## src/rtl/typedef_rr_sched.sv

```systemverilog
// Round-robin grant scheduler sharing one resource among NREQ requesters.
// Typedefs live at compilation-unit, module and generate-block scope.

typedef enum logic [1:0] {
  IDLE  = 2'd0,
  GRANT = 2'd1,
  COOL  = 2'd2
} rr_state_e;

module typedef_rr_sched #(
  parameter int NREQ     = 4,
  parameter int MAX_HOLD = 8
) (
  input  logic                    clk,
  input  logic                    rst,
  input  logic [NREQ-1:0]         req,
  input  logic [NREQ-1:0]         done,
  output logic [NREQ-1:0]         gnt,
  output logic [$clog2(NREQ)-1:0] gnt_idx,
  output logic                    busy,
  output logic [1:0]              state_o,
  output logic                    timeout
);
  localparam int IW = $clog2(NREQ);
  localparam int HW = $clog2(MAX_HOLD);

  typedef logic [IW-1:0] idx_t;

  rr_state_e     state_r;
  idx_t          last_r;
  idx_t          pick_s;
  logic          any_req_s;
  logic [HW-1:0] hold_r;

  // The scan mask carries the requests plus an any-request flag in its top bit,
  // hence the wider local idx_t that shadows the module-scope one.
  if (1'b1) begin : g_search
    typedef logic [NREQ:0] idx_t;
    idx_t scan_mask_s;

    // Priority search from (last+1) upward; the highest k is visited first so
    // the nearest requester after the pointer wins.
    always_comb begin
      logic [IW-1:0] cidx;
      scan_mask_s = {|req, req};
      pick_s      = '0;
      cidx        = '0;
      for (int k = NREQ; k >= 1; k--) begin
        cidx = last_r + IW'(k);
        if (scan_mask_s[{1'b0, cidx}]) begin
          pick_s = cidx;
        end else begin
          pick_s = pick_s;
        end
      end
    end

    assign any_req_s = scan_mask_s[NREQ];
  end

  localparam idx_t LAST_RST = idx_t'(NREQ - 1);

  assign state_o = state_r;

  // Scheduler FSM; all outputs registered here.
  always_ff @(posedge clk) begin
    if (rst) begin
      state_r <= IDLE;
      gnt     <= '0;
      gnt_idx <= '0;
      busy    <= 1'b0;
      timeout <= 1'b0;
      hold_r  <= '0;
      last_r  <= LAST_RST;
    end else begin
      case (state_r)
        IDLE: begin
          timeout <= 1'b0;
          if (any_req_s) begin
            state_r <= GRANT;
            gnt     <= NREQ'(1) << pick_s;
            gnt_idx <= pick_s;
            busy    <= 1'b1;
            hold_r  <= '0;
          end
        end
        GRANT: begin
          // done beats timeout when both hold in the same cycle
          if (done[gnt_idx] || !req[gnt_idx]) begin
            state_r <= COOL;
            gnt     <= '0;
            busy    <= 1'b0;
            last_r  <= gnt_idx;
            hold_r  <= '0;
            timeout <= 1'b0;
          end else if (hold_r == HW'(MAX_HOLD - 1)) begin
            state_r <= COOL;
            gnt     <= '0;
            busy    <= 1'b0;
            last_r  <= gnt_idx;
            hold_r  <= '0;
            timeout <= 1'b1;
          end else begin
            hold_r  <= hold_r + HW'(1);
            timeout <= 1'b0;
          end
        end
        COOL: begin
          state_r <= IDLE;
          timeout <= 1'b0;
        end
        default: begin
          state_r <= IDLE;
          gnt     <= '0;
          busy    <= 1'b0;
          timeout <= 1'b0;
          hold_r  <= '0;
        end
      endcase
    end
  end

  // Output invariants: grant never multi-hot, and present exactly while in GRANT.
  always @(posedge clk) begin
    if (!rst) begin
      gnt_onehot: assert ($onehot0(gnt));
      gnt_state:  assert ((gnt != '0) == (state_o == 2'd1));
    end
  end

endmodule

```

## config.mk

```make
export PLATFORM = sky130hd
export DESIGN_NAME = typedef_rr_sched
export DESIGN_NICKNAME = d
export VERILOG_FILES = /design/src/rtl/typedef_rr_sched.sv
export SDC_FILE = /design/constraint.sdc
export NUM_CORES = 1
export LEC_CHECK = 0
export CAP_MARGIN = 20
export CORE_MARGIN = 2
export CORE_UTILIZATION = 30
export CTS_CLUSTER_SIZE = 30
export DETAILED_ROUTE_END_ITERATION = 8
export HOLD_SLACK_MARGIN = 0.12
export PLACE_DENSITY = 0.63
export RECOVER_POWER = 50
export SLEW_MARGIN = 20
export SYNTH_ARGS = -nofsm -noshare
export SYNTH_HDL_FRONTEND = slang
export SYNTH_SLANG_ARGS = --single-unit
```

## constraint.sdc

```tcl
create_clock -name clk -period 1.55 [get_ports clk]
set_clock_uncertainty 0.05 [all_clocks]
set_input_delay 0.31 -clock clk [delete_from_list [all_inputs] [get_ports clk]]
set_output_delay 0.31 -clock clk [all_outputs]
set_load 0.02 [all_outputs]
```

==> qor.csv <==
metric,value,unit
status,"complete, no violations",
hold_sp,gnt[2],
later-pin clock latency in the skew report,0.30,ns
ys flop type,dfxtp_1,
Reg-to-Reg Start,hold_r[0],
ratio of cells with drive above 1 in the final layout,28.80,%
Root Driver,clkbuf_4,
Slew @ Worst Pin,0.2371,ns
Routed WL per cell,12.95,µm
fin crit share,95.64,%
R2R depth,4,
fin util,45.80,%
CORE AREA,2710,µm²
routing usage on met3,1.587,%
GRT Util Overall,13.45,%
M1 GR Usage,15.01,%
Hold Worst Slack,0.4168,ns
Initial Utilization,31.12,%
synth warn,0,
first-pass GRT wire length,3394,µm
die footprint,3251,µm²
total I/O pin count,20,
Leak Pwr,0.6015,nW
Pint,0.7328,mW
synthesized area,843.3,µm²
"Reg clk slew, reported paths",0.10,ns
"commonest non-fill, non-tap cell in the layout",buf_4,
CP max stage delay,0.33,ns
max_slew headroom,84.14,%
overall die width,57.02,µm
RSZ-0062 raised after global routing,no,
pwr dens,891.5,nW/µm²
Synth Register Bits,15,
crit path DAT,1.61,ns
Clk pwr share,20.7,%
initial antenna violation count,0,
clock sinks,15,
initial DRC count,17,
"critical path, cell by cell","ha_1, ha_2, o311a_1, a211o_1",
worst-path maximum fanout,7,
worst min path class,flip-flop to flip-flop,
distinct cell type count after synthesis,34,
Peak Freq,0.6746,GHz
register area share after synthesis,35.61,%
Die Ht,57.02,µm
startpoint type of the worst setup path,flip-flop,
CTS H-tree lvls,1,
Pins Over Slew Limit,0,
Comb pwr share,37.1,%
ANT cells,0,
Final TNS setup,0,ns
Final nets,138,
CTS tree,built,
sw power,0.3737,mW
GR peak layer,met2,
CP Capture Type,flip-flop,
Avg Synthesized Cell Area,9.475,µm²
CTS max path bufs,2,
Mapped Cells,89,
Final setup viols,0,
CTS Hold Bufs,0,
CP Depth,4,
"EDFF count, synth",0,
asr flop ratio synth,0,%
GRT overflow,0,
min cycle time layout,1.482,ns
max cap viols,0,
"delay-heaviest family, CP",compound AO/OA/AOI/OAI gates,
I/O Buffers,19,
Crit Path Category,flip-flop to flip-flop,
RePlAce Congestion,0.8270,
Switching Fraction,33.78,%
first drt pass iteration count,4,
via count,808,
Hold Path Depth,1,
final wirelength,2020,µm
worst vdd ir,0.4801,mV
CP max stage cell,o311a_1,
vias per cell,5.179,
Reg2Reg Setup Slack,0.07,ns
Final Hold Viols,0,
vias in the first global route,806,
R2R Path End,last_r[1],
total CTS buffers,3,
met2 Use GR,24.30,%
Post-DP HPWL,1575,µm
largest net degree at the start of global routing,11,
"commonest non-fill, non-tap cells in the layout","16 x buf_4, 13 x dfxtp_1, 12 x dlygate4sd2_1",
Post-DRT Antenna Nets,0,
CP bufs+invs,0,
Std-Cell Rows,19,
Hold EP,gnt[2],
Area Growth Syn to Fin,47.18,%
sequential share of power,42.3,%
DRC Markers,0,
required time of the critical path,1.68,ns
Synthesized Nets,101,
==> cell usage after synthesis (all sizes together), types with 3 or more instances <==
cell    number  share of area (%)
mux2i        7                8.3
o21ai        5                3.4
nor2b        5                3.7
a211o        3                3.1
a21oi        3                1.8
nand2b       6                4.5
nor2         6                2.7
dfxtp       15                 36
clkbuf       4                1.8
inv          5                2.2
==> flip-flops by register name (all words and copies together), names as in the netlist <==
name,cells
state_o,2
gnt_idx,2
gnt,4
timeout,1
last_r,2
busy,1
hold_r,3
==> per-stage QoR <==
step | setup slack (ns) | cells | cell area (µm²) | power (mW)
floorplan | 0.04311 | 89 | 843.3 | 0.7041
global placement | -0.4615 | 149 | 1162 | 0.8784
detailed placement | -0.5041 | 149 | 1162 | 0.8851
CTS | 0.003322 | 153 | 1189 | 1.089
global route | 0.003866 | 156 | 1241 | 1.173
finish | 0.06758 | 156 | 1241 | 1.107
==> per-layer routing <==
metal	wire (µm)	share of wire, %
met1	877	43
met2	1010	50
met4	53	2.6
met3	78	3.9
met5	0	0
==> area by class of cell <==
type | instances | area, µm²
Clock buffer | 3 | 22.52
Clock inverter | 1 | 5.005
Fill cell | 274 | 1469
Inverter | 5 | 18.77
Multi-Input combinational cell | 65 | 544.3
Sequential cell | 15 | 302.8
Tap cell | 31 | 38.79
Timing Repair Buffer | 36 | 309.0
==> worst max path at each step <==
stage | from | endpoint | slack, ns
after floorplan | req[1] | gnt[1] | 0.04
after global placement | req[1] | gnt[1] | -0.46
after detailed placement | req[1] | gnt[1] | -0.50
after CTS | done[0] | gnt[1] | 0.003
after global routing | gnt_idx[0] | gnt[1] | 0.004
final | hold_r[0] | last_r[1] | 0.07
==> cell families (layout without fill, tap and decap cells) <==
kind of cell / count (synthesis) / count (layout) / synth area share (%)
AO/OA/AOI/OAI: 26 / 26 / 23.74
buffers and inverters: 9 / 45 / 4.004
flip-flops: 15 / 15 / 35.61
adder cells (fa/ha/maj): 2 / 2 / 2.967
AND/OR/NAND/NOR: 28 / 28 / 20.03
multiplexers: 9 / 9 / 13.65
==> what timing repair did <==
item | in CTS | in global routing
setup endpoints to repair | 25 | 6
resized for setup | 18 | 13
pin swaps | 5 | 6
buffers inserted | 0 | 3
==> power by group through the flow <==
stage          sequential [mW]  clock, mW  combinational [mW]
3_5_place_dp             0.476          0               0.409
6_report                 0.468      0.229               0.410
4_1_cts                  0.466      0.232               0.391
2_1_floorplan            0.501          0               0.203
5_1_grt                  0.474      0.248               0.451
3_3_place_gp             0.475          0               0.403
No activity file was read; power rests on OpenSTA's default activity.
